File: src/rtl/lc3_mem_arbiter_if.sv
// -----------------------------------------------------------------------------
// lc3_mem_arbiter_if
//   Bundles the requester handshakes (fetch and memory-access) and the data
//   memory port seen by lc3_mem_arbiter.
//
//   Handshake contract: a requester raises *_req with its address (and write
//   data / ma_we for memory access) stable, and holds them until it sees the
//   matching *_ack, which is a one-cycle pulse.  *_rdata is valid while *_ack
//   is high and holds its value afterwards.  The requester must drop *_req in
//   the ack cycle, otherwise a new transaction is started.
//
//   Modports:
//     slave  - the arbiter's view (takes requests, drives the memory port)
//     master - the environment's view (requesters plus memory)
//   dbg_state exposes the arbiter FSM state (0=IDLE, 1=WAIT, 2=DONE).
// -----------------------------------------------------------------------------
interface lc3_mem_arbiter_if;
    logic        if_req;
    logic [15:0] if_addr;
    logic [15:0] if_rdata;
    logic        if_ack;
    logic        ma_req;
    logic        ma_we;
    logic [15:0] ma_addr;
    logic [15:0] ma_wdata;
    logic [15:0] ma_rdata;
    logic        ma_ack;
    logic [15:0] mem_addr;
    logic [15:0] mem_din;
    logic        mem_rd;
    logic        mem_en;
    logic [15:0] mem_dout;
    logic [1:0]  dbg_state;

    modport slave (
        input  if_req, if_addr, ma_req, ma_we, ma_addr, ma_wdata, mem_dout,
        output if_rdata, if_ack, ma_rdata, ma_ack,
        output mem_addr, mem_din, mem_rd, mem_en, dbg_state
    );

    modport master (
        output if_req, if_addr, ma_req, ma_we, ma_addr, ma_wdata, mem_dout,
        input  if_rdata, if_ack, ma_rdata, ma_ack,
        input  mem_addr, mem_din, mem_rd, mem_en, dbg_state
    );
endinterface

File: src/rtl/lc3_mem_arbiter.sv
// -----------------------------------------------------------------------------
// lc3_mem_arbiter
//   Shares one data-memory port between the LC-3 fetch stage and the
//   memory-access stage.  One transaction at a time:
//     IDLE : pick a winner, register address/data/direction, pulse mem_en
//     WAIT : count MEM_LAT cycles; on the last one capture mem_dout (reads)
//     DONE : winner's ack is high for exactly this cycle, then back to IDLE
//
//   Ports:
//     clk  - clock
//     rst  - synchronous, active-low reset (aborts any access, no ack)
//     bus  - lc3_mem_arbiter_if.slave: if_*/ma_* requester handshakes,
//            mem_addr/mem_din/mem_rd/mem_en/mem_dout memory port, dbg_state
//
//   Parameters:
//     MEM_LAT - cycles from the mem_en cycle to the mem_dout sample edge (1..15)
//     RST_RD  - mem_rd level in reset and idle (1 = read)
//
//   Build option:
//     LC3_MEM_ARB_RR_EN - when defined, contention is resolved round-robin
//                         (the requester not granted last wins); otherwise
//                         memory access always beats fetch.
// -----------------------------------------------------------------------------
module lc3_mem_arbiter #(
    parameter int unsigned MEM_LAT = 2,
    parameter logic        RST_RD  = 1'b1
) (
    input  logic              clk,
    input  logic              rst,
    lc3_mem_arbiter_if.slave  bus
);

    typedef enum logic [1:0] {
        IDLE = 2'd0,
        WAIT = 2'd1,
        DONE = 2'd2
    } state_t;

    localparam logic [3:0] LAT_LOAD = 4'(MEM_LAT - 1);

    state_t      state_q, state_d;
    logic [3:0]  cnt_q, cnt_d;
    logic [15:0] addr_q, addr_d;
    logic [15:0] din_q, din_d;
    logic [15:0] if_rdata_q, if_rdata_d;
    logic [15:0] ma_rdata_q, ma_rdata_d;
    logic        rd_q, rd_d;
    logic        en_q, en_d;
    logic        if_ack_q, if_ack_d;
    logic        ma_ack_q, ma_ack_d;
    logic        win_ma_q, win_ma_d;   // 1 = current transaction belongs to ma
    logic        grant_ma;             // arbitration result, meaningful in IDLE

`ifdef LC3_MEM_ARB_RR_EN
    logic rr_last_ma_q, rr_last_ma_d;  // 1 = ma was granted last
    // Under contention the side that was not granted last wins.
    assign grant_ma = bus.ma_req && (!bus.if_req || !rr_last_ma_q);
`else
    assign grant_ma = bus.ma_req;
`endif

    always_comb begin
        state_d    = state_q;
        cnt_d      = cnt_q;
        addr_d     = addr_q;
        din_d      = din_q;
        if_rdata_d = if_rdata_q;
        ma_rdata_d = ma_rdata_q;
        rd_d       = rd_q;
        en_d       = 1'b0;
        if_ack_d   = 1'b0;
        ma_ack_d   = 1'b0;
        win_ma_d   = win_ma_q;
`ifdef LC3_MEM_ARB_RR_EN
        rr_last_ma_d = rr_last_ma_q;
`endif
        case (state_q)
            IDLE: begin
                if (bus.if_req || bus.ma_req) begin
                    win_ma_d = grant_ma;
                    if (grant_ma) begin
                        addr_d = bus.ma_addr;
                        din_d  = bus.ma_wdata;
                        rd_d   = !bus.ma_we;
                    end else begin
                        addr_d = bus.if_addr;
                        rd_d   = 1'b1;       // fetch is always a read
                    end
                    en_d    = 1'b1;
                    cnt_d   = LAT_LOAD;
                    state_d = WAIT;
`ifdef LC3_MEM_ARB_RR_EN
                    rr_last_ma_d = grant_ma;
`endif
                end
            end
            WAIT: begin
                if (cnt_q == 4'd0) begin
                    if (rd_q) begin
                        if (win_ma_q) ma_rdata_d = bus.mem_dout;
                        else          if_rdata_d = bus.mem_dout;
                    end
                    if (win_ma_q) ma_ack_d = 1'b1;
                    else          if_ack_d = 1'b1;
                    state_d = DONE;
                end else begin
                    cnt_d = cnt_q - 4'd1;
                end
            end
            DONE: begin
                // Requests are not looked at here; the requester drops req now.
                rd_d    = RST_RD;
                state_d = IDLE;
            end
            default: state_d = IDLE;
        endcase
    end

    always_ff @(posedge clk) begin
        if (!rst) begin
            state_q    <= IDLE;
            cnt_q      <= 4'd0;
            addr_q     <= 16'd0;
            din_q      <= 16'd0;
            if_rdata_q <= 16'd0;
            ma_rdata_q <= 16'd0;
            rd_q       <= RST_RD;
            en_q       <= 1'b0;
            if_ack_q   <= 1'b0;
            ma_ack_q   <= 1'b0;
            win_ma_q   <= 1'b0;
`ifdef LC3_MEM_ARB_RR_EN
            rr_last_ma_q <= 1'b0;
`endif
        end else begin
            state_q    <= state_d;
            cnt_q      <= cnt_d;
            addr_q     <= addr_d;
            din_q      <= din_d;
            if_rdata_q <= if_rdata_d;
            ma_rdata_q <= ma_rdata_d;
            rd_q       <= rd_d;
            en_q       <= en_d;
            if_ack_q   <= if_ack_d;
            ma_ack_q   <= ma_ack_d;
            win_ma_q   <= win_ma_d;
`ifdef LC3_MEM_ARB_RR_EN
            rr_last_ma_q <= rr_last_ma_d;
`endif
        end
    end

    assign bus.mem_addr  = addr_q;
    assign bus.mem_din   = din_q;
    assign bus.mem_rd    = rd_q;
    assign bus.mem_en    = en_q;
    assign bus.if_rdata  = if_rdata_q;
    assign bus.ma_rdata  = ma_rdata_q;
    assign bus.if_ack    = if_ack_q;
    assign bus.ma_ack    = ma_ack_q;
    assign bus.dbg_state = state_q;

endmodule
File: src/flat_wrapper.sv
// flat-port wrapper written by rule: the top's interface ports become plain ports
module lc3_mem_arbiter_flat 
#(
    parameter int unsigned MEM_LAT = 2,
    parameter logic        RST_RD  = 1'b1
)
  (clk, rst, bus_if_req, bus_if_addr, bus_ma_req, bus_ma_we, bus_ma_addr, bus_ma_wdata, bus_mem_dout, bus_if_rdata, bus_if_ack, bus_ma_rdata, bus_ma_ack, bus_mem_addr, bus_mem_din, bus_mem_rd, bus_mem_en, bus_dbg_state);
  lc3_mem_arbiter_if bus_i ();
  input  logic clk;
  input  logic rst;
  input wire logic [$bits(bus_i.if_req)-1:0] bus_if_req;
  input wire logic [$bits(bus_i.if_addr)-1:0] bus_if_addr;
  input wire logic [$bits(bus_i.ma_req)-1:0] bus_ma_req;
  input wire logic [$bits(bus_i.ma_we)-1:0] bus_ma_we;
  input wire logic [$bits(bus_i.ma_addr)-1:0] bus_ma_addr;
  input wire logic [$bits(bus_i.ma_wdata)-1:0] bus_ma_wdata;
  input wire logic [$bits(bus_i.mem_dout)-1:0] bus_mem_dout;
  output wire logic [$bits(bus_i.if_rdata)-1:0] bus_if_rdata;
  output wire logic [$bits(bus_i.if_ack)-1:0] bus_if_ack;
  output wire logic [$bits(bus_i.ma_rdata)-1:0] bus_ma_rdata;
  output wire logic [$bits(bus_i.ma_ack)-1:0] bus_ma_ack;
  output wire logic [$bits(bus_i.mem_addr)-1:0] bus_mem_addr;
  output wire logic [$bits(bus_i.mem_din)-1:0] bus_mem_din;
  output wire logic [$bits(bus_i.mem_rd)-1:0] bus_mem_rd;
  output wire logic [$bits(bus_i.mem_en)-1:0] bus_mem_en;
  output wire logic [$bits(bus_i.dbg_state)-1:0] bus_dbg_state;
  assign bus_i.if_req = bus_if_req;
  assign bus_i.if_addr = bus_if_addr;
  assign bus_i.ma_req = bus_ma_req;
  assign bus_i.ma_we = bus_ma_we;
  assign bus_i.ma_addr = bus_ma_addr;
  assign bus_i.ma_wdata = bus_ma_wdata;
  assign bus_i.mem_dout = bus_mem_dout;
  assign bus_if_rdata = bus_i.if_rdata;
  assign bus_if_ack = bus_i.if_ack;
  assign bus_ma_rdata = bus_i.ma_rdata;
  assign bus_ma_ack = bus_i.ma_ack;
  assign bus_mem_addr = bus_i.mem_addr;
  assign bus_mem_din = bus_i.mem_din;
  assign bus_mem_rd = bus_i.mem_rd;
  assign bus_mem_en = bus_i.mem_en;
  assign bus_dbg_state = bus_i.dbg_state;
  lc3_mem_arbiter #(.MEM_LAT(MEM_LAT), .RST_RD(RST_RD)) u_core (.clk(clk), .rst(rst), .bus(bus_i));
endmodule
File: config.mk
export PLATFORM = sky130hd
export DESIGN_NAME = lc3_mem_arbiter_flat
export DESIGN_NICKNAME = d
export VERILOG_FILES = /design/src/rtl/lc3_mem_arbiter_if.sv /design/src/rtl/lc3_mem_arbiter.sv /design/src/flat_wrapper.sv
export SDC_FILE = /design/constraint.sdc
export NUM_CORES = 1
export LEC_CHECK = 0
export BUFFER_PORTS_ARGS = -buffer_cell sky130_fd_sc_hd__buf_2
export CAP_MARGIN = 10
export CORE_UTILIZATION = 43
export CTS_CLUSTER_DIAMETER = 100
export DETAILED_ROUTE_END_ITERATION = 16
export HOLD_SLACK_MARGIN = 0.03
export PLACE_DENSITY = 0.77
export SYNTH_ARGS = -nofsm -noshare
export SYNTH_HDL_FRONTEND = slang
export SYNTH_SLANG_ARGS = --single-unit
export TNS_END_PERCENT = 5
File: constraint.sdc
create_clock -name clk -period 1.6 [get_ports clk]
set_clock_uncertainty 0.1 [all_clocks]
set_input_delay 0.32 -clock clk [delete_from_list [all_inputs] [get_ports clk]]
set_output_delay 0.32 -clock clk [all_outputs]
set_load 0.02 [all_outputs]
==> tab_implementation.tex, run 1 <==
\begin{tabular}{lr}
\hline
Metric & Value \\
\hline
\multicolumn{2}{l}{\textbf{Clock network}} \\
Number of sinks driven by the clock tree & 75 \\
Clock latency at the later pin of the worst-skew pair & 0.34 ns \\
Number of buffers on the longest clock path & 2 \\
Num CTS Buffers & 9 \\
Cell at the root of the clock tree & clkbuf\_8 \\
Number of hold-repair buffers added at the cts stage & 0 \\
Clock input transition at the sequential cells of the worst setup and hold paths & 0.08 ns \\
TritonCTS clock tree & done \\
Count of H-tree levels built during CTS & 3 \\
\multicolumn{2}{l}{\textbf{Worst setup path}} \\
Worst path slowest cell & or4\_1 \\
Kind of launch point of the worst setup path & flop \\
CP Cell Sequence & inv\_1 -> ha\_4 -> nor3b\_2 -> or4\_1 -> a21oi\_1 \\
CP arrival & 1.83 ns \\
Worst-path maximum fanout & 7 \\
Kind of critical path & reg2reg \\
Req. time, crit path & 1.78 ns \\
Type of destination of the critical path & flop \\
Depth of the worst register-to-register path & 5 \\
CP peak stage delay & 0.53 ns \\
\multicolumn{2}{l}{\textbf{Yosys}} \\
Syn nets & 415 \\
Sequential element share of the synthesized area & 46.2\% \\
Post-synthesis register bit count & 75 \\
Post-synthesis instance total & 344 \\
Post-synth EDFFs & 0 \\
Unique cell type count in the Yosys netlist & 43 \\
Mean post-synth cell area & 9.45 µm² \\
Area share of the leading cell type in the synthesized netlist & 46.2\% \\
YS warnings & 0 \\
Cell accounting for the most synthesized area & dfxtp\_1 \\
Biggest area contributors in the synthesized netlist & dfxtp\_1, a21boi\_0, nand3\_1 \\
Top FF cell, synth & dfxtp\_1 \\
Post-synthesis instance area & 3250 µm² \\
Post-synth ARST share & 0\% \\
\multicolumn{2}{l}{\textbf{Drt}} \\
Routed wire per std cell & 14.4 µm \\
Via density per instance & 5.26 \\
Vias after detailed routing & 3111 \\
Antenna Nets Post-Route & 0 \\
Wire length on met2 & 4000 µm \\
Iteration-0 DRC Markers & 147 \\
DRT met1 WL & 3770 µm \\
First-pass iteration count of the detailed router & 7 \\
Uppermost layer routed & met4 \\
Number of remaining DRC errors & 0 \\
Final wirelength & 8500 µm \\
Met3 routed wirelength & 599 µm \\
\multicolumn{2}{l}{\textbf{Timing}} \\
Number of max-slew violations in the final report & 0 \\
Fin crit share & 103\% \\
Worst slew pin tran & 0.700 ns \\
Minimum setup slack in the final design & -0.0496 ns \\
Achievable Freq & 0.606 GHz \\
Worst slew margin & 53.2\% \\
Min Clock Period, post-route & 1.65 ns \\
Setup-failing EPs final & 2 \\
Final Hold Violating Endpoints & 0 \\
Worst hold-check slack & 0.112 ns \\
Setup repair after global routing missed its margin & yes \\
\multicolumn{2}{l}{\textbf{Final layout}} \\
Filler instances & 657 \\
Final Util & 60.5\% \\
Count of antenna diodes in the layout & 0 \\
Fraction of layout cells with a size suffix above 1 & 40.0\% \\
Synth-to-layout area growth & 35.8\% \\
Layout net count & 559 \\
\multicolumn{2}{l}{\textbf{Power}} \\
IR drop worst, VDD & 0.474 mV \\
Switching power & 0.00156 W \\
Clock share of power & 29.1\% \\
Static leakage power & 2.12 nW \\
Share of power burned in registers & 43.4\% \\
Overall power consumption & 0.00487 W \\
Proportion of power drawn by combinational gates & 27.5\% \\
Total power per unit cell area & 1100 nW/µm² \\
Cell internal power dissipation & 0.00331 W \\
Switch share & 32.0\% \\
\multicolumn{2}{l}{\textbf{Worst hold path}} \\
Classification of the worst-slack hold path & in2reg \\
Cell count of the worst hold path & 3 \\
\multicolumn{2}{l}{\textbf{Status}} \\
Violated checks & setup timing \\
Status & finished, violations left \\
\multicolumn{2}{l}{\textbf{Floorplan}} \\
Cell Rows & 31 \\
Die extent in y & 88.9 µm \\
Core Area & 7290 µm² \\
Starting Density & 44.6\% \\
Number of top-level pins & 139 \\
DIE WIDTH & 88.9 µm \\
Die footprint & 7910 µm² \\
\multicolumn{2}{l}{\textbf{Global routing}} \\
Via count of the first global-routing pass & 2670 \\
Number of antenna violations at the first check in global routing & 0 \\
Wire length of the first global-routing pass & 12200 µm \\
Overflow after GRT & 0 \\
GRT Total Usage & 19.9\% \\
Pin count of the biggest net entering global routing & 34 \\
\multicolumn{2}{l}{\textbf{Placement}} \\
Place WS & -0.0586 ns \\
Buffers added on ports & 138 \\
DP Wirelength & 5580 µm \\
RD Place Congestion & 0.776 \\
\multicolumn{2}{l}{\textbf{Job}} \\
Count of maximum capacitance violations & 0 \\
\hline
\end{tabular}
## worst max-delay path, delay by kind of cell, from the launching register on
family          cells  cell delay, ns
simple gates        2            0.72
flops               1            0.33
fa+ha+maj           1            0.18
compound gates      1            0.17
buf+inv             1            0.08
## area by class of cell
type                       count  area (µm²)  share of cell area (%)
timing repair buffer         161         952                    21.6
inverter                       4        15.0                   0.340
clock buffer                  12         165                    3.74
tap                           99         124                    2.81
clock inverter                 4        32.5                   0.737
multi-input combinational    237        1620                    36.7
sequential                    75        1510                    34.1
## timing repair
| action | 4_1_cts | 5_1_grt |
|---|---|---|
| pin swaps | 0 | 1 |
| buffers inserted | 0 | 1 |
| gates resized for setup | 3 | 14 |
| setup endpoints to repair | 32 | 42 |
| gates cloned | 0 | 8 |
## Yosys cell counts, drive strengths merged, types with 3 or more instances
library cell / n
o21ai: 34
nand3: 48
dfxtp: 75
o211a: 16
inv: 4
o21a: 3
a21boi: 49
buf: 18
mux2i: 16
clkbuf: 15
nor2: 3
a21oi: 3
nand2: 32
## metrics by stage
stage	setup TNS, ns	instances	instance area, µm²
global placement	0	567	4060
finish	-0.0576	592	4410
floorplan	0	344	3250
global route	-1.47	592	4410
CTS	-0.0942	583	4260
detailed placement	-0.430	567	4060
## final timing paths
kind                                                    startpoint                            endpoint  slack, ns
worst max-delay path                  u_core.cnt_q[1]$_SDFFE_PN0P_        u_core.cnt_q[3]$_SDFFE_PN0P_      -0.05
worst min-delay path                               bus_ma_wdata[4]  u_core.bus.mem_din[4]$_SDFFE_PN0P_       0.11
worst max register to register        u_core.cnt_q[1]$_SDFFE_PN0P_        u_core.cnt_q[3]$_SDFFE_PN0P_      -0.05
worst min register to register  u_core.bus.mem_din[5]$_SDFFE_PN0P_  u_core.bus.mem_din[5]$_SDFFE_PN0P_       0.35
## metal layers
metal / vias up / global-route usage (%)
met1: 1429 / 25.1
met2: 149 / 33.4
met3: 10 / 4.34
met4: 0 / 7.50
met5: - / 0
li1: 1523 / -
## power groups by stage
stage / logic (W) / registers [W] / clock network (W)
floorplan: 0.000581 / 0.00231 / 0
global placement: 0.00111 / 0.00214 / 0
detailed placement: 0.00113 / 0.00215 / 0
CTS: 0.00114 / 0.00211 / 0.00144
global route: 0.00145 / 0.00213 / 0.00153
finish: 0.00134 / 0.00211 / 0.00142
## state kept, by name (all words and copies together) (netlist names)
signal and cells:
u_core.bus.if_rdata 16, u_core.bus.mem_addr 16, u_core.bus.dbg_state 2, u_core.win_ma_q 1, u_core.bus.mem_din 16, u_core.bus.ma_ack 1, u_core.bus.mem_en 1, u_core.bus.mem_rd 1
u_core.bus.ma_rdata 16, u_core.bus.if_ack 1, u_core.cnt_q 4
## cells by family after synthesis
| kind of cell | count (synthesis) | synth area share, % |
|---|---|---|
| AND/OR/NAND/NOR | 104 | 17.5 |
| buffers and inverters | 37 | 6.43 |
| adder cells (fa/ha/maj) | 2 | 0.770 |
| AO/OA/AOI/OAI | 110 | 24.2 |
| flip-flops | 75 | 46.2 |
| multiplexers | 16 | 4.93 |
## cells in the final DEF, fill, tap and decap left out, types with 3 or more instances in the layout
cell type,count
a21boi_0,35
a21boi_1,14
a21oi_1,3
buf_12,4
buf_2,138
buf_4,16
clkbuf_8,12
dfxtp_1,72
dfxtp_2,3
inv_1,3
mux2i_1,16
nand2_1,32
nand3_1,48
o211a_1,16
o21a_1,3
o21ai_0,27
o21ai_1,7
or3b_4,5
(Power assumes the default switching activity.)
==> run 2, diff against run 1 <==
Settings changed: PLACE_DENSITY 0.77 to 0.72, SLEW_MARGIN set to 20.
==> tab_implementation.tex, run 2 (synthesis gave the netlist of run 1 again) <==
\begin{tabular}{lr}
\hline
Metric & Value \\
\hline
\multicolumn{2}{l}{\textbf{Placement}} \\
Buffers added on ports & 138 (unchanged) \\
Place WS & -0.0281 ns (+0.0305 ns) \\
Number of placed instances with taps included & 567 (unchanged) \\
RD Place Congestion & 0.760 (-2.1\%) \\
DP Wirelength & 5670 µm (+1.7\%) \\
\multicolumn{2}{l}{\textbf{Worst setup path}} \\
Type of destination of the critical path & flop \\
Buffering stage count on the worst path with inverters included & 2 (+1) \\
Worst-path maximum fanout & 8 (+1) \\
CP peak stage delay & 0.46 ns (-0.07 ns) \\
Req. time, crit path & 1.73 ns (-0.05 ns) \\
Worst path slowest cell & or3b\_4 \\
CP Cell Sequence & inv\_2 -> ha\_4 -> or3b\_4 -> clkbuf\_16 -> o21ai\_1 -> a21boi\_1 \\
Kind of launch point of the worst setup path & flop \\
Kind of critical path & reg2reg \\
CP arrival & 1.76 ns (-0.07 ns) \\
Dominant delay contributor by cell family on the critical path & simple AND/OR/NAND/NOR gates \\
\multicolumn{2}{l}{\textbf{Status}} \\
Violated checks & setup timing \\
Status & finished, violations left \\
\multicolumn{2}{l}{\textbf{Drt}} \\
Iteration-0 DRC Markers & 118 (-20\%) \\
Vias after detailed routing & 3072 (-1.3\%) \\
Met3 routed wirelength & 647 µm (+8.0\%) \\
First-pass iteration count of the detailed router & 4 (-3) \\
Antenna Nets Post-Route & 0 (unchanged) \\
Final wirelength & 8230 µm (-3.1\%) \\
Routed wire per std cell & 14.0 µm (-2.3\%) \\
Number of remaining DRC errors & 0 (unchanged) \\
Wire length on met2 & 3850 µm (-3.8\%) \\
Via density per instance & 5.23 (-0.41\%) \\
Uppermost layer routed & met4 \\
DRT met1 WL & 3660 µm (-3.1\%) \\
\multicolumn{2}{l}{\textbf{Timing}} \\
Final Hold Violating Endpoints & 0 (unchanged) \\
Fin crit share & 102\% (-1.1 points) \\
Worst slew pin tran & 0.678 ns (-0.0221 ns) \\
Minimum setup slack in the final design & -0.0321 ns (+0.0175 ns) \\
Worst slew margin & 54.6\% (+1.5 points) \\
Min Clock Period, post-route & 1.63 ns (-0.0175 ns) \\
Setup repair after global routing missed its margin & yes \\
Achievable Freq & 0.613 GHz (+1.1\%) \\
Setup-failing EPs final & 3 (+1) \\
Number of max-slew violations in the final report & 0 (unchanged) \\
\multicolumn{2}{l}{\textbf{Global routing}} \\
Overflow after GRT & 0 (unchanged) \\
GRT Total Usage & 20.3\% (+0.40 points) \\
Number of antenna violations at the first check in global routing & 0 (unchanged) \\
Wire length of the first global-routing pass & 12500 µm (+2.7\%) \\
Pin count of the biggest net entering global routing & 35 (+2.9\%) \\
Via count of the first global-routing pass & 2739 (+2.6\%) \\
\multicolumn{2}{l}{\textbf{Final layout}} \\
Most common cell after layout, fill and taps aside & buf\_2 \\
Fraction of layout cells with a size suffix above 1 & 42.4\% (+2.5 points) \\
Filler instances & 653 (-0.61\%) \\
Commonest non-fill, non-tap cells in the layout & buf\_2, dfxtp\_1, nand3\_1, a21boi\_1, nand2\_1 \\
Final Util & 61.0\% (+0.46 points) \\
Count of antenna diodes in the layout & 0 (unchanged) \\
Number of standard cells in the final layout excluding fillers & 587 (-0.84\%) \\
Layout net count & 554 (-0.89\%) \\
Synth-to-layout area growth & 36.9\% \\
\multicolumn{2}{l}{\textbf{Job}} \\
Count of maximum capacitance violations & 0 (unchanged) \\
\multicolumn{2}{l}{\textbf{Clock network}} \\
Count of H-tree levels built during CTS & 3 (unchanged) \\
Num CTS Buffers & 9 (unchanged) \\
Clock input transition at the sequential cells of the worst setup and hold paths & 0.08 ns (about the same) \\
Number of buffers on the longest clock path & 2 (unchanged) \\
Number of sinks driven by the clock tree & 75 (unchanged) \\
Post-CTS Setup Bufs & 0 (unchanged) \\
Clock latency at the later pin of the worst-skew pair & 0.34 ns (about the same) \\
TritonCTS clock tree & done \\
Cell at the root of the clock tree & clkbuf\_8 \\
\multicolumn{2}{l}{\textbf{Floorplan}} \\
Die footprint & 7910 µm² (unchanged) \\
Starting Density & 44.6\% (unchanged) \\
DIE WIDTH & 88.9 µm (unchanged) \\
Core Area & 7290 µm² (unchanged) \\
Number of top-level pins & 139 (unchanged) \\
Cell Rows & 31 (unchanged) \\
Die extent in y & 88.9 µm (unchanged) \\
\multicolumn{2}{l}{\textbf{Power}} \\
Overall power consumption & 0.00517 W (+6.2\%) \\
Static leakage power & 2.14 nW (+0.74\%) \\
Total power per unit cell area & 1160 nW/µm² (+5.4\%) \\
IR drop worst, VDD & 0.475 mV (+0.24\%) \\
\multicolumn{2}{l}{\textbf{Worst hold path}} \\
Classification of the worst-slack hold path & in2reg \\
\hline
\end{tabular}
run 2: changes by cell type in the layout (fill, tap and decap cells not counted), moves of 2 or more:
cell,before,now
a21boi_0,35,13
a21boi_1,14,36
bufinv_16,0,3
clkbuf_8,12,9
clkinvlp_4,2,0
o21ai_0,27,5
o21ai_1,7,17
o21ai_2,0,11
or3b_4,5,1
run 2: cell type report:
| class | count | area, µm² | share of cell area [%] |
|---|---|---|---|
| multi-input combinational | 232 | 1620 | 36.4 |
| sequential | 75 | 1510 | 33.9 |
| timing repair buffer | 161 | 943 | 21.2 |
| clock buffer | 10 | 128 | 2.87 |
| tap | 99 | 124 | 2.78 |
| clock inverter | 6 | 113 | 2.53 |
| inverter | 4 | 15.0 | 0.338 |
run 2: through the flow:
stage,cell area (µm²),hold WS [ns],setup TNS (ns)
floorplan,3250,0.348,0
global placement,4060,0.338,0
detailed placement,4060,0.343,-0.0647
CTS,4300,0.0887,-0.0733
global route,4450,0.0751,-0.868
finish,4450,0.105,-0.0588
run 2: metal layers:
layer,up-vias,global-route usage [%]
met5,-,0
met1,1426,26.2
li1,1511,-
met4,0,6.49
met2,127,33.0
met3,8,5.63
run 2: repair_timing:
action	CTS	global route
pin swaps	0	10
cloned	0	4
gates resized for setup	7	70
endpoints found under the hold margin	0	0
setup endpoints to repair	12	47
hold buffers	0	0
run 2: final timing paths:
path / from / to / slack, ns / cells after the start
worst min-delay path: bus_ma_wdata[14] / u_core.bus.mem_din[14]$_SDFFE_PN0P_ / 0.11 / 3
worst max-delay path: u_core.cnt_q[0]$_SDFFE_PN0P_ / u_core.bus.ma_rdata[3]$_SDFFE_PN0P_ / -0.03 / 6
worst max register to register: u_core.cnt_q[0]$_SDFFE_PN0P_ / u_core.bus.ma_rdata[3]$_SDFFE_PN0P_ / -0.03 / 6
worst min register to register: u_core.bus.mem_din[5]$_SDFFE_PN0P_ / u_core.bus.mem_din[5]$_SDFFE_PN0P_ / 0.35 / 2
run 2: worst register-to-register path: stages, from the launching register on:
cell	delay, ns
dfxtp_2	0.33
inv_2	0.07
ha_4	0.13
or3b_4	0.46
clkbuf_16	0.20
o21ai_1	0.17
a21boi_1	0.08
run 2: report_power, final:
| part | total (W) | internal (W) | leakage [nW] | switching (W) |
|---|---|---|---|---|
| combinational | 0.00131 | 0.000549 | 1.40 | 0.000756 |
| sequential | 0.00211 | 0.00202 | 0.615 | 0.0000914 |
| clock | 0.00175 | 0.00104 | 0.121 | 0.000707 |
| total | 0.00517 | 0.00361 | 2.14 | 0.00155 |
==> run 3, diff against run 2 <==
Settings changed: ABC_AREA set to 1, CORE_ASPECT_RATIO set to 0.5, CORE_UTILIZATION 43 to 41, PLACE_DENSITY 0.72 to 0.71.
==> tab_implementation.tex, run 3 <==
\begin{tabular}{lr}
\hline
Metric & Value \\
\hline
\multicolumn{2}{l}{\textbf{Status}} \\
Status & finished clean \\
\multicolumn{2}{l}{\textbf{Yosys}} \\
Post-synth ARST share & 0\% (unchanged) \\
Unique cell type count in the Yosys netlist & 25 (-42\%) \\
Top FF cell, synth & dfxtp\_1 \\
Commonest cells post-synth & dfxtp\_1, nor2\_1, nand2\_1 \\
YS warnings & 0 (unchanged) \\
Post-synth EDFFs & 0 (unchanged) \\
Cell accounting for the most synthesized area & dfxtp\_1 \\
Syn nets & 410 (-1.2\%) \\
Post-synthesis register bit count & 75 (unchanged) \\
Sequential element share of the synthesized area & 52.4\% (+6.2 points) \\
Post-synthesis instance area & 2860 µm² (-12\%) \\
Post-synthesis instance total & 339 (-1.5\%) \\
Area share of the leading cell type in the synthesized netlist & 52.4\% (+6.2 points) \\
Biggest area contributors in the synthesized netlist & dfxtp\_1, nor2\_1, o21ai\_0 \\
Cell with the most instances after synthesis & dfxtp\_1 \\
Mean post-synth cell area & 8.45 µm² (-11\%) \\
\multicolumn{2}{l}{\textbf{Floorplan}} \\
Die extent in y & 61.1 µm (-31\%) \\
Die footprint & 7340 µm² (-7.1\%) \\
DIE WIDTH & 120 µm (+35\%) \\
Number of top-level pins & 139 (unchanged) \\
Cell Rows & 21 (-32\%) \\
Core Area & 6730 µm² (-7.8\%) \\
Starting Density & 42.6\% (-2.0 points) \\
\multicolumn{2}{l}{\textbf{Global routing}} \\
Overflow after GRT & 0 (unchanged) \\
GRT Total Usage & 19.5\% (-0.75 points) \\
Pin count of the biggest net entering global routing & 39 (+11\%) \\
Number of antenna violations at the first check in global routing & 0 (unchanged) \\
Via count of the first global-routing pass & 2372 (-13\%) \\
Wire length of the first global-routing pass & 10900 µm (-13\%) \\
\multicolumn{2}{l}{\textbf{Power}} \\
Static leakage power & 1.95 nW (-8.7\%) \\
Total power per unit cell area & 1410 nW/µm² (+22\%) \\
IR drop worst, VDD & 0.566 mV (+19\%) \\
\multicolumn{2}{l}{\textbf{Clock network}} \\
Number of sinks driven by the clock tree & 75 (unchanged) \\
TritonCTS clock tree & done \\
Post-CTS Setup Bufs & 0 (unchanged) \\
Cell at the root of the clock tree & clkbuf\_16 \\
Clock latency at the later pin of the worst-skew pair & 0.33 ns (about the same) \\
Number of hold-repair buffers added at the cts stage & 0 (unchanged) \\
Post\_cts resized & 0 (-7) \\
Count of H-tree levels built during CTS & 3 (unchanged) \\
Clock input transition at the sequential cells of the worst setup and hold paths & 0.06 ns (-0.02 ns) \\
Number of buffers on the longest clock path & 2 (unchanged) \\
Num CTS Buffers & 9 (unchanged) \\
\multicolumn{2}{l}{\textbf{Final layout}} \\
Count of antenna diodes in the layout & 0 (unchanged) \\
Synth-to-layout area growth & 41.3\% \\
Area of all placed cells without fillers & 4050 µm² (-9.0\%) \\
Most common cell after layout, fill and taps aside & buf\_2 \\
Layout net count & 555 (+0.18\%) \\
Commonest non-fill, non-tap cells in the layout & buf\_2, dfxtp\_1, nor2\_1, nand2\_1, o21ai\_0 \\
Fraction of layout cells with a size suffix above 1 & 36.6\% (-5.8 points) \\
Filler instances & 641 (-1.8\%) \\
\multicolumn{2}{l}{\textbf{Timing}} \\
Setup repair after global routing missed its margin & no \\
Final sum of negative setup slack & 0 ns (+0.0588 ns) \\
Setup-failing EPs final & 0 (-3) \\
Worst slew margin & 81.7\% (+27 points) \\
Achievable Freq & 0.679 GHz (+11\%) \\
Min Clock Period, post-route & 1.47 ns (-0.159 ns) \\
Fin crit share & 92.1\% (-10 points) \\
Number of max-slew violations in the final report & 0 (unchanged) \\
Final Hold Violating Endpoints & 0 (unchanged) \\
Worst slew pin tran & 0.273 ns (-0.406 ns) \\
Minimum setup slack in the final design & 0.127 ns (+0.159 ns) \\
\multicolumn{2}{l}{\textbf{Worst setup path}} \\
Req. time, crit path & 1.76 ns (+0.03 ns) \\
Worst-path maximum fanout & 16 (+8) \\
Type of destination of the critical path & flop \\
Kind of critical path & reg2reg \\
CP arrival & 1.63 ns (-0.13 ns) \\
Worst setup path startpoint & u\_core.cnt\_q[1]\$\_SDFFE\_PN0P\_ \\
Kind of launch point of the worst setup path & flop \\
Source of the worst register-to-register timing path & u\_core.cnt\_q[1]\$\_SDFFE\_PN0P\_ \\
\multicolumn{2}{l}{\textbf{Drt}} \\
Routed wire per std cell & 12.2 µm (-13\%) \\
Antenna Nets Post-Route & 0 (unchanged) \\
First-pass iteration count of the detailed router & 4 (unchanged) \\
Vias after detailed routing & 2731 (-11\%) \\
Iteration-0 DRC Markers & 130 (+10\%) \\
Number of remaining DRC errors & 0 (unchanged) \\
Via density per instance & 4.70 (-10\%) \\
Final wirelength & 7070 µm (-14\%) \\
\multicolumn{2}{l}{\textbf{Placement}} \\
DP Wirelength & 5020 µm (-11\%) \\
Place WS & 0.126 ns (+0.154 ns) \\
RD Place Congestion & 0.740 (-2.6\%) \\
Placed standard-cell area & 3690 µm² (-8.9\%) \\
Buffers added on ports & 138 (unchanged) \\
\multicolumn{2}{l}{\textbf{Job}} \\
Count of maximum capacitance violations & 0 (unchanged) \\
\multicolumn{2}{l}{\textbf{Worst hold path}} \\
Classification of the worst-slack hold path & in2reg \\
Hold wc startpoint & bus\_ma\_wdata[0] \\
\hline
\end{tabular}
==> run 3: cell count changes after synthesis, moves of 3 or more <==
| cell | before | now |
|---|---|---|
| a21boi_1 | 14 | 0 |
| a21oi_1 | 3 | 21 |
| clkbuf_1 | 13 | 4 |
| nand3_1 | 48 | 20 |
| buf_4 | 7 | 3 |
| o211a_1 | 16 | 0 |
| a21boi_0 | 35 | 0 |
| nor2_1 | 2 | 69 |
| nand2_1 | 32 | 43 |
| inv_1 | 4 | 9 |
| o21a_1 | 3 | 0 |
| o21bai_1 | 0 | 16 |
==> run 3: where the power goes <==
group / switching, W / internal (W)
Sequential: 0.000114 / 0.00208
Clock: 0.000759 / 0.00156
Combinational: 0.000760 / 0.000445
Total: 0.00163 / 0.00409
==> run 3: final cells by class <==
class                      instances  area, µm²  area share (%)
sequential                        75       1500            37.1
multi-input combinational        235       1220            30.1
timing repair buffer             151        813            20.1
clock buffer                      10        239            5.90
tap                               92        115            2.84
clock inverter                     6        113            2.78
inverter                          12       47.5            1.17
==> run 3: layer usage <==
metal	part of all wire [%]	vias up	GRT usage [%]	wire length, µm
met5	0	-	0	0
li1	-	1414	-	-
met2	46	89	32.6	3280
met4	1.8	0	9.29	124
met1	46	1217	23.5	3220
met3	6.2	11	6.39	440
==> run 3: kinds of logic (layout without fill, tap and decap cells) <==
logic type,count (synthesis),after routing,share of synthesized area [%]
adder cells (fa/ha/maj),2,2,0.874
multiplexers,16,16,5.59
AND/OR/NAND/NOR,144,144,21.8
AO/OA/AOI/OAI,73,73,14.2
buffers and inverters,29,179,5.11
flip-flops,75,75,52.4
==> run 3: final timing paths <==
| check | end | slack (ns) | depth (start not counted) |
|---|---|---|---|
| worst max register to register | u_core.bus.ma_rdata[14]$_SDFFE_PN0P_ | 0.13 | 7 |
| worst min-delay path | u_core.bus.mem_din[0]$_SDFFE_PN0P_ | 0.14 | 3 |
| worst max-delay path | u_core.bus.ma_rdata[14]$_SDFFE_PN0P_ | 0.13 | 7 |
| worst min register to register | u_core.bus.ma_rdata[7]$_SDFFE_PN0P_ | 0.36 | 2 |
==> run 3: worst max-delay path, cell delays in order (launching register included) <==
cell and delay [ns]:
dfxtp_1 0.32, inv_1 0.08, ha_2 0.19, nand2_2 0.10
nor2_8 0.12, buf_4 0.22, nand3_1 0.09, a21oi_1 0.18
==> run 3: metrics by stage <==
stage	hold WS [ns]	cells	util [%]	power, W
2_1_floorplan	0.346	339	-	0.00300
6_report	0.137	581	60.2	0.00572
4_1_cts	0.126	581	60.1	0.00577
3_5_place_dp	0.345	565	54.9	0.00343
5_1_grt	0.149	581	60.2	0.00602
3_3_place_gp	0.336	565	54.9	0.00341
